File: src/rtl/rf_wr_arbiter.sv
// rf_wr_arbiter: round-robin arbiter driving a register-file write port, with burst lock and clear.
//   clk_i, rst_ni           : clock (rising edge) and asynchronous active-low reset
//   req_valid_i/req_lock_i  : per-requester write valid and burst-lock request
//   req_addr_i/req_data_i   : packed per-requester address/data, requester i at slice i
//   req_ready_o             : per-requester grant, one-hot or zero
//   clr_req_i/clr_ack_o     : register-file clear request (level) and one-cycle acknowledge
//   rf_wr_*_o, rf_clr_o     : registered register-file write/clear drive
//   busy_o                  : arbiter is in LOCK or CLEAR
module rf_wr_arbiter #(
  parameter int DataWidth = 32,
  parameter int NumRegs = 32,
  parameter int NumReq = 4,
  localparam int AddrWidth = $clog2(NumRegs),
  localparam int ReqWidth = $clog2(NumReq)
) (
  input  logic                           clk_i,
  input  logic                           rst_ni,
  input  logic [NumReq-1:0]              req_valid_i,
  input  logic [NumReq-1:0]              req_lock_i,
  input  logic [NumReq*AddrWidth-1:0]    req_addr_i,
  input  logic [NumReq*DataWidth-1:0]    req_data_i,
  output logic [NumReq-1:0]              req_ready_o,
  input  logic                           clr_req_i,
  output logic                           clr_ack_o,
  output logic                           rf_wr_en_o,
  output logic [AddrWidth-1:0]           rf_wr_addr_o,
  output logic [DataWidth-1:0]           rf_wr_data_o,
  output logic                           rf_clr_o,
  output logic                           busy_o
);
  typedef enum logic [1:0] {IDLE, LOCK, CLEAR} state_e;
  state_e state_q, state_d;
  logic [ReqWidth-1:0] last_q, last_d, owner_q, owner_d, rr_idx, gnt_idx, cand;
  logic rr_found, hs, lock_hs;
  logic wr_en_q, wr_en_d, clr_q, clr_d;
  logic [AddrWidth-1:0] wr_addr_q, wr_addr_d;
  logic [DataWidth-1:0] wr_data_q, wr_data_d;
  logic [AddrWidth-1:0] addr_a [NumReq];
  logic [DataWidth-1:0] data_a [NumReq];
  for (genvar g = 0; g < NumReq; g++) begin : g_unpack
    assign addr_a[g] = req_addr_i[g*AddrWidth +: AddrWidth];
    assign data_a[g] = req_data_i[g*DataWidth +: DataWidth];
  end
  // Round-robin search starting just after the last granted requester, with wrap.
  always_comb begin
    rr_idx = '0;
    rr_found = 1'b0;
    cand = '0;
    for (int k = 1; k <= NumReq; k++) begin
      cand = ReqWidth'((int'(last_q) + k) % NumReq);
      if (!rr_found && req_valid_i[cand]) begin
        rr_found = 1'b1;
        rr_idx = cand;
      end
    end
  end
  always_comb begin
    gnt_idx = state_q == LOCK ? owner_q : rr_idx;
    req_ready_o = !rst_ni ? '0
                : (state_q == IDLE && !clr_req_i && rr_found) ? NumReq'(1) << rr_idx
                : state_q == LOCK ? NumReq'(req_valid_i[owner_q]) << owner_q
                : '0;
    hs = |(req_ready_o & req_valid_i);
    lock_hs = hs && req_lock_i[gnt_idx];
    state_d = state_q == IDLE ? (clr_req_i ? CLEAR : lock_hs ? LOCK : IDLE)
            : state_q == LOCK ? ((hs && !req_lock_i[owner_q]) ? IDLE : LOCK)
            : IDLE;
    owner_d = (state_q == IDLE && lock_hs) ? gnt_idx : owner_q;
    last_d = hs ? gnt_idx : last_q;
    wr_en_d = hs;
    wr_addr_d = hs ? addr_a[gnt_idx] : wr_addr_q;
    wr_data_d = hs ? data_a[gnt_idx] : wr_data_q;
    clr_d = state_q == IDLE && clr_req_i;
  end
  always_ff @(posedge clk_i or negedge rst_ni) begin
    if (!rst_ni) begin
      state_q <= IDLE;
      last_q <= ReqWidth'(NumReq - 1);
      owner_q <= '0;
      wr_en_q <= 1'b0;
      wr_addr_q <= '0;
      wr_data_q <= '0;
      clr_q <= 1'b0;
    end else begin
      state_q <= state_d;
      last_q <= last_d;
      owner_q <= owner_d;
      wr_en_q <= wr_en_d;
      wr_addr_q <= wr_addr_d;
      wr_data_q <= wr_data_d;
      clr_q <= clr_d;
    end
  end
  assign rf_wr_en_o = wr_en_q;
  assign rf_wr_addr_o = wr_addr_q;
  assign rf_wr_data_o = wr_data_q;
  // The clear pulse and its acknowledge coincide with the single CLEAR-state cycle.
  assign rf_clr_o = clr_q;
  assign clr_ack_o = clr_q;
  assign busy_o = state_q != IDLE;
endmodule

File: config.mk
export PLATFORM = sky130hd
export DESIGN_NAME = rf_wr_arbiter
export DESIGN_NICKNAME = d
export VERILOG_FILES = /design/src/rtl/rf_wr_arbiter.sv
export SDC_FILE = /design/constraint.sdc
export NUM_CORES = 1
export LEC_CHECK = 0
export CORE_MARGIN = 5
export CORE_UTILIZATION = 30
export DETAILED_ROUTE_END_ITERATION = 6
export PLACE_DENSITY = 0.71
export SLEW_MARGIN = 25
export SYNTH_ARGS = -nofsm -noshare
export SYNTH_HDL_FRONTEND = slang
export SYNTH_SLANG_ARGS = --single-unit
export TNS_END_PERCENT = 30
File: constraint.sdc
create_clock -name clk_i -period 3.4 [get_ports clk_i]
set_input_delay 0.68 -clock clk_i [delete_from_list [all_inputs] [get_ports clk_i]]
set_output_delay 0.68 -clock clk_i [all_outputs]
set_load 0.01 [all_outputs]
==> flow_metrics.tcl, run 1 <==
set metrics [dict create \
    outcome "finished, final reports clean" \
    drc 0 \
    synth_top_family_by_area "simple AND/OR/NAND/NOR gates" \
    drt_wl_total_um 11700 \
    place_congestion 0.876 \
    max_freq_mhz 302 \
    crit_required_ns 2.72 \
    dp_hpwl_um 9130 \
    port_buffers 203 \
    nets 752 \
    ir_drop_mv 0.290 \
    critical_path.max_stage_delay_ns 0.57 \
    place_area_um2 5240 \
    synth-simple-area-share 0.290 \
    p_total_uw 3760 \
    grt_pass1_vias 3694 \
    multiInputGateArea_um2 1780 \
    dr.pass1.iters 4 \
    routedWlPerCell_um 16.0 \
    grt_pass1_wl_um 18100 \
    setup-tns-final_ns 0 \
    die-width_um 110 \
    synthFlopType "dfrtp_1" \
    drtIter0Drc 118 \
    layout-drive-gt1-share 0.0657 \
    synthXorXnorAreaFrac 0 \
    cap_violations 0 \
    seq_area_um2 1100 \
    cts-htree-levels 2 \
    ys_ff_latch 44 \
    cts_hold_buf 0 \
    numCtsBuffers 5 \
    synth_compound_area_frac 0.270 \
    cts.path.max_buffers 2 \
    pin_count 204 \
    setup_viol 0 \
    rows 36 \
    vias_per_cell 4.99 \
    fin_area_um2 5340 \
    syn_area_per_cell_um2 7.52 \
    ys_seq_area_frac 0.367 \
    fill_cells 942 \
    hp-class "primary input to async pin" \
    async_flop_share 1.00 \
    vias 3627 \
    clk_latency_ns 0.29 \
    worstSetupEndpointType "primary output" \
    cts_resized 0 \
    netlist-cell-type-count 41 \
    final_cell_mix "202 x clkdlybuf4s50_1, 153 x nand2_1, 46 x a21oi_1" \
    synth_fa_ha_area_frac 0 \
    grt_max_degree 45 \
    clock_sinks 44 \
    netlist_area_um2 3010 \
    yosysWarnings 0 \
    grtUsageTotal 0.187 \
    die_h_um 110 \
    relSlewSlack 0.681 \
    worstPathCellList "clkdlybuf4s50_1 > or2_1 > a311o_1 > o21ai_1 > clkdlybuf4s50_1" \
    startpoint_type "primary input" \
    worstMarginPinSlew_ns 0.476 \
    critPathSlowestCell "clkdlybuf4s50_1" \
    grt_overflow_total 0 \
    period_needed_ns 3.31 \
    postLayoutSetupSlackWorst_ns 0.0918 \
    synth_mux_area_frac 0.0216 \
    cp_max_fo 7 \
    final_hold_viol_count 0 \
    clock-skew-final_ns 0.00779 \
    cts.clk_slew.worst_paths_ns 0.08 \
    path_class "primary input to primary output" \
    syn2layout_area_growth_pct 77.6 \
    synth_edf_count 0 \
    cp_common_cell "clkdlybuf4s50_1" \
    cts_setup_buffers 0 \
    layout_commonest_cell "clkdlybuf4s50_1" \
    p_per_area_nw_per_um2 704 \
    die-area_um2 12100 \
    netlist_instances 400 \
    start_util 0.308 \
    ant_nets 0 \
    clock_tree.root_cell "clkbuf_8" \
    n_antenna_cell 0 \
    arrival_ns 2.63 \
    fin_crit_sh 0.973 \
    syn-num-nets 559 \
    post-place-ws_ns 0.0174 \
    timing.final.max_slew_violations 0 \
    antenna_found_initial 0 \
    leakagePower_uw 0.00232 \
    cts_tree "yes" \
    core_um2 9770 \
]
-- synth_stat cells (2+ instances only) --
master / n / share of area
mux2_1: 2 / 0.0075
clkbuf_1: 23 / 0.029
o21ai_0: 4 / 0.0067
mux2i_1: 2 / 0.0067
a221o_1: 22 / 0.073
buf_2: 5 / 0.0083
a21oi_1: 46 / 0.077
nor2b_1: 4 / 0.0083
dfrtp_1: 42 / 0.35
a21o_1: 15 / 0.037
and3_1: 16 / 0.033
nand2b_1: 3 / 0.0062
o21ai_1: 4 / 0.0067
nand2_1: 153 / 0.19
buf_4: 4 / 0.010
nor2_1: 10 / 0.012
nor3_1: 2 / 0.0033
o21a_1: 3 / 0.0075
a311oi_1: 15 / 0.044
nor3b_1: 2 / 0.0050
dfstp_2: 2 / 0.017
nand3_1: 2 / 0.0033
-- worst max-delay path: cells and delay by family --
family / cells / cell delay [ns]
simple gates: 1 / 0.28
buf+inv: 2 / 1.06
compound gates: 2 / 0.60
-- power by group --
| part | switching, uW | internal, uW | leakage (uW) | total [uW] |
|---|---|---|---|---|
| registers | 183 | 781 | 0.000547 | 964 |
| clock network | 172 | 162 | 0.0000510 | 334 |
| logic | 1240 | 1220 | 0.00172 | 2460 |
-- final cells by class --
type / instances / share of cell area
Multi-Input combinational cell: 321 / 0.334
Inverter: 2 / 0.00141
Clock inverter: 2 / 0.00187
Clock buffer: 6 / 0.0155
Tap cell: 133 / 0.0312
Timing Repair Buffer: 219 / 0.409
Sequential cell: 44 / 0.207
-- cell families (layout without fill, tap and decap cells) --
| kind of cell | after synthesis | in the layout |
|---|---|---|
| buffers and inverters | 35 | 229 |
| multiplexers | 5 | 5 |
| AO/OA/AOI/OAI | 115 | 115 |
| flip-flops | 44 | 44 |
| AND/OR/NAND/NOR | 201 | 201 |
-- stage by stage --
| stage | instances | util | hold WS, ns |
|---|---|---|---|
| detailed placement | 719 | 0.536 | 0.469 |
| global placement | 719 | 0.536 | 0.459 |
| finish | 727 | 0.546 | 0.382 |
| global route | 727 | 0.546 | 0.389 |
| CTS | 727 | 0.545 | 0.375 |
| floorplan | 400 | - | 0.384 |
-- registers in the layout, indices dropped and copies added (netlist names) --
signal / flops
last_q: 2
rf_wr_addr_o: 5
owner_q: 2
rf_wr_en_o: 1
state_q: 1
clr_ack_o: 1
rf_wr_data_o: 32
-- layer usage --
layer  vias up  part of all wire  GRT usage
li1       1792                 -          -
met1      1719              0.40      0.227
met2       108              0.54      0.338
met3         8             0.056     0.0425
met4         0            0.0097     0.0387
met5         -                 0          0
-- path summary, 6_finish.rpt --
kind	start	end	slack, ns	cells past startpoint
setup / recovery	req_valid_i[1]	req_ready_o[2]	0.09	5
hold / removal	rst_ni	rf_wr_en_o	0.38	2
setup reg to reg	clr_ack_o	owner_q[1]	0.87	9
hold reg to reg	rf_wr_data_o[13]	rf_wr_data_o[13]	0.48	1
max in group asynchronous	rst_ni	rf_wr_data_o[20]	2.69	2
min in group clk_i	rf_wr_data_o[13]	rf_wr_data_o[13]	0.48	1
No activity file was read; power rests on OpenSTA's default activity.
==> inputs of run 2 (changes only) <==
clock period = 3.2 ns   (was 3.4 ns; I/O delays follow)
==> run 2 against run 1 <==
Register-to-register slack got worse by 0.17 ns. Total power up 7.8%. Non-clock buffer count is 7 higher. Critical path depth up 2. Combinational power grew 8.9%.
==> flow_metrics.tcl, run 2 (synthesis results as in run 1) <==
set metrics [dict create \
    outcome "finished, final reports clean" \
    cts.clk_slew.worst_paths_ns 0.08 \
    fin_area_um2 5420 \
    worstMarginPinSlew_ns 0.386 \
    fill_cells 927 \
    startpoint_type "primary input" \
    final_cell_mix "201 x clkdlybuf4s50_1, 152 x nand2_1, 46 x a21oi_1" \
    cts_hold_buf 0 \
    max_freq_mhz 324 \
    crit_required_ns 2.56 \
    grtUsageTotal 0.193 \
    period_needed_ns 3.09 \
    grt_max_degree 61 \
    die-width_um 110 \
    place_area_um2 5300 \
    cap_violations 0 \
    final_hold_viol_count 0 \
    layout_commonest_cell "clkdlybuf4s50_1" \
    pin_count 204 \
    ant_nets 0 \
    die-area_um2 12100 \
    rrSetupSlack_ns 0.70 \
    start_util 0.308 \
    n_antenna_cell 0 \
    vias 3729 \
    vias_per_cell 5.08 \
    dp_hpwl_um 9210 \
    cp_max_fo 3 \
    ir_drop_mv 0.475 \
    port_buffers 203 \
    cts-htree-levels 2 \
    cts.path.max_buffers 2 \
    core_um2 9770 \
    clk_latency_ns 0.29 \
    hp-class "primary input to async pin" \
    drc 0 \
    arrival_ns 2.45 \
    relSlewSlack 0.741 \
    clock_tree.root_cell "clkbuf_8" \
    nets 759 \
    drtIter0Drc 198 \
    clock-skew-final_ns 0.00456 \
    worstSetupEndpointType "primary output" \
    grt_overflow_total 0 \
    antenna_found_initial 0 \
    dr.pass1.iters 4 \
    postLayoutSetupSlackWorst_ns 0.114 \
    path_class "primary input to primary output" \
    setup_viol 0 \
    grt_pass1_wl_um 18600 \
    rows 36 \
    clock_sinks 44 \
    routedWlPerCell_um 16.2 \
    leakagePower_uw 0.00237 \
    numCtsBuffers 5 \
    grt_pass1_vias 3792 \
    place_congestion 0.858 \
    p_total_uw 4060 \
    cts_tree "yes" \
    syn2layout_area_growth_pct 80.2 \
    layout-drive-gt1-share 0.0782 \
    die_h_um 110 \
    fin_crit_sh 0.964 \
    timing.final.max_slew_violations 0 \
    post-place-ws_ns 0.00351 \
    largest_reg_flops 32 \
    p_per_area_nw_per_um2 749 \
    drt_wl_total_um 11900 \
]
==> run 2: changes by cell type in the layout (fill, tap and decap cells not counted) <==
| cell | change |
|---|---|
| clkdlybuf4s50_1 | -1 |
| nand2_2 | +1 |
| dlygate4sd2_1 | +1 |
| nand2_1 | -1 |
| buf_4 | +5 |
| o311ai_1 | +1 |
| o311ai_0 | -1 |
| buf_12 | +2 |
==> run 2: worst max-delay path, stage by stage <==
cell,delay (ns)
clkdlybuf4s50_1,0.46
nor4b_2,0.22
buf_4,0.15
nor2b_1,0.20
o211ai_2,0.12
nand2_2,0.11
clkdlybuf4s50_1,0.55
==> run 2: final cells by class <==
class / count / area [um2] / share of cell area
Clock buffer: 6 / 82.6 / 0.0152
Multi-Input combinational cell: 321 / 1790 / 0.330
Tap cell: 133 / 166 / 0.0307
Clock inverter: 2 / 10.0 / 0.00185
Sequential cell: 44 / 1100 / 0.204
Inverter: 2 / 7.51 / 0.00139
Timing Repair Buffer: 226 / 2260 / 0.417
==> run 2: repair_timing <==
| action | CTS | global route |
|---|---|---|
| gates resized for setup | 1 | 5 |
| pin swaps | 0 | 1 |
| setup endpoints to repair | 1 | 2 |
| setup buffers | 0 | 2 |
| hold endpoints to repair | 0 | 0 |
==> run 2: metal layers <==
layer,wire length [um],up-vias,global-route usage
met4,323,0,0.0695
met2,6090,136,0.325
met1,4760,1765,0.240
met3,703,26,0.0478
met5,0,-,0
li1,-,1802,-
==> run 2: stage by stage <==
stage               setup TNS, ns  hold slack, ns  utilization  cells
floorplan                       0           0.344            -    400
global placement                0           0.461        0.542    724
detailed placement              0           0.465        0.542    724
CTS                             0           0.308        0.551    732
global route           -0.0000413           0.311        0.554    734
finish                          0           0.310        0.554    734
==> run 2: path summary, 6_finish.rpt <==
path / from / to / cells past startpoint
worst max-delay path: clr_req_i / req_ready_o[0] / 7
worst min-delay path: rst_ni / rf_wr_data_o[18] / 2
worst max register to register: last_q[1] / rf_wr_data_o[24] / 10
worst min register to register: rf_wr_data_o[13] / rf_wr_data_o[13] / 1
max in group asynchronous: rst_ni / rf_wr_data_o[20] / 2
min in group clk_i: rf_wr_data_o[13] / rf_wr_data_o[13] / 1
==> run 2: report_power, final <==
group	switching (uW)	internal (uW)	total (uW)
sequential	183	829	1010
combinational	1350	1330	2680
clock	189	172	362
==> inputs of run 3 (changes only) <==
PLACE_DENSITY = 0.73   (was 0.71)
clock period = 2.75 ns   (was 3.2 ns; I/O delays follow)
==> run 3 against run 2 <==
Cell area grew 3.6%. Sequential share of layout area down 0.70 points. Combinational power increased by 26%. Die area unchanged. Via count is 1.4% higher. First-iteration DRC count decreased by 17%. Hold slack lost 0.055 ns. Cell count up 2.9%. Clock skew up 0.0018 ns. Count of clock-buffer cells in the layout increased by 2.
==> flow_metrics.tcl, run 3 (synthesis results as in run 1) <==
set metrics [dict create \
    outcome "finished, final reports clean" \
    routedWlPerCell_um 16.7 \
    dr.pass1.iters 4 \
    drt_wl_total_um 12600 \
    n_antenna_cell 0 \
    ant_nets 0 \
    worstMarginPinSlew_ns 0.329 \
    timing.final.max_slew_violations 0 \
    startpoint_type "primary input" \
    vias_per_cell 5.01 \
    seq_area_um2 1100 \
    clock_sinks 44 \
    die-area_um2 12100 \
    die_h_um 110 \
    port_buffers 203 \
    clock-skew-final_ns 0.00636 \
    worstSetupEndpointType "primary output" \
    ir_drop_mv 0.408 \
    critical_path.max_stage_delay_ns 0.58 \
    cp_max_fo 6 \
    start_util 0.308 \
    numCtsBuffers 5 \
    fin_crit_sh 0.976 \
    drc 0 \
    p_per_area_nw_per_um2 894 \
    clk_latency_ns 0.29 \
    nets 780 \
    arrival_ns 2.13 \
    core_um2 9770 \
    grt_max_degree 43 \
    final_core_util 0.574 \
    grt_overflow_total 0 \
    largest_reg_flops 32 \
    worstPathCellList "clkdlybuf4s50_1 > nor2_1 > a311o_1 > o211ai_2 > nand2_2 > dlygate4sd2_1" \
    antenna_found_initial 0 \
    whs_ns 0.255 \
    p_total_uw 5010 \
    final_cell_mix "196 x clkdlybuf4s50_1, 152 x nand2_1, 45 x a21oi_1" \
    dp_hpwl_um 9850 \
    cts_tree "yes" \
    critPathSlowestCell "clkdlybuf4s50_1" \
    pin_count 204 \
    vias 3782 \
    drtIter0Drc 164 \
    relSlewSlack 0.781 \
    place_congestion 0.845 \
    fill_cells 889 \
    grt_pass1_wl_um 18800 \
    layout-drive-gt1-share 0.114 \
    path_class "primary input to primary output" \
    fin_area_um2 5610 \
    multiInputGateArea_um2 1800 \
    die-width_um 110 \
    syn2layout_area_growth_pct 86.6 \
    period_needed_ns 2.68 \
    crit_required_ns 2.20 \
    setup_viol 0 \
    post-place-ws_ns -0.462 \
    max_freq_mhz 373 \
    layout_commonest_cell "clkdlybuf4s50_1" \
    hp-class "primary input to async pin" \
    rsz0062_at_grt "no" \
    grt_pass1_vias 3771 \
    grtUsageTotal 0.196 \
    leakagePower_uw 0.00251 \
    final_hold_viol_count 0 \
    cts.clk_slew.worst_paths_ns 0.08 \
    postLayoutSetupSlackWorst_ns 0.0664 \
    rows 36 \
    place_area_um2 5440 \
    cap_violations 0 \
    cts.path.max_buffers 2 \
    clock_tree.root_cell "clkbuf_8" \
    cts-htree-levels 2 \
    cts_hold_buf 0 \
]
==> run 3: what timing repair did <==
action | 4_1_cts | 5_1_grt
gates cloned | 0 | 1
resized for setup | 9 | 12
pin swaps | 1 | 1
buffers inserted | 2 | 0
hold endpoints to repair | 0 | 0
setup endpoints to repair | 43 | 42
==> run 3: through the flow <==
| step | instances | TNS, ns |
|---|---|---|
| after floorplan | 400 | 0 |
| after global placement | 744 | -11.07 |
| after detailed placement | 744 | -18.32 |
| after CTS | 754 | 0 |
| after global routing | 755 | 0 |
| final | 755 | 0 |
==> run 3: layout make-up <==
type                       count  share of cell area
timing repair buffer         247               0.435
multi-input combinational    321               0.321
sequential                    44               0.197
tap                          133              0.0297
clock buffer                   8              0.0161
inverter                       2             0.00134
==> run 3: worst paths after layout <==
path | cells past startpoint | startpoint | to | slack [ns]
worst max-delay path | 6 | req_valid_i[2] | req_ready_o[0] | 0.07
worst min-delay path | 2 | rst_ni | clr_ack_o | 0.25
worst max register to register | 10 | clr_ack_o | owner_q[1] | 0.21
worst min register to register | 1 | rf_wr_data_o[7] | rf_wr_data_o[7] | 0.48
max in group asynchronous | 3 | rst_ni | rf_wr_data_o[8] | 2.07
min in group clk_i | 1 | rf_wr_data_o[7] | rf_wr_data_o[7] | 0.48
==> run 3: report_power, final <==
part	internal (uW)	switching, uW	leakage [uW]	total [uW]
combinational	1740	1650	0.00192	3390
clock	205	212	0.0000455	417
sequential	965	238	0.000547	1200
total	2920	2100	0.00251	5010
==> run 3: worst max-delay path: cells and delay by family <==
kind	cells	cell delay (ns)
buffers and inverters	2	0.89
and+or+nand+nor	2	0.21
AOI/OAI and AO/OA	2	0.49
==> run 3: metal layers <==
layer / part of all wire / vias to the layer above / global-route usage / routed length, um
met5: 0 / - / 0 / 0
met4: 0.016 / 0 / 0.0475 / 207
met3: 0.062 / 16 / 0.0518 / 781
met2: 0.53 / 121 / 0.343 / 6680
met1: 0.39 / 1796 / 0.239 / 4950
li1: - / 1849 / - / -
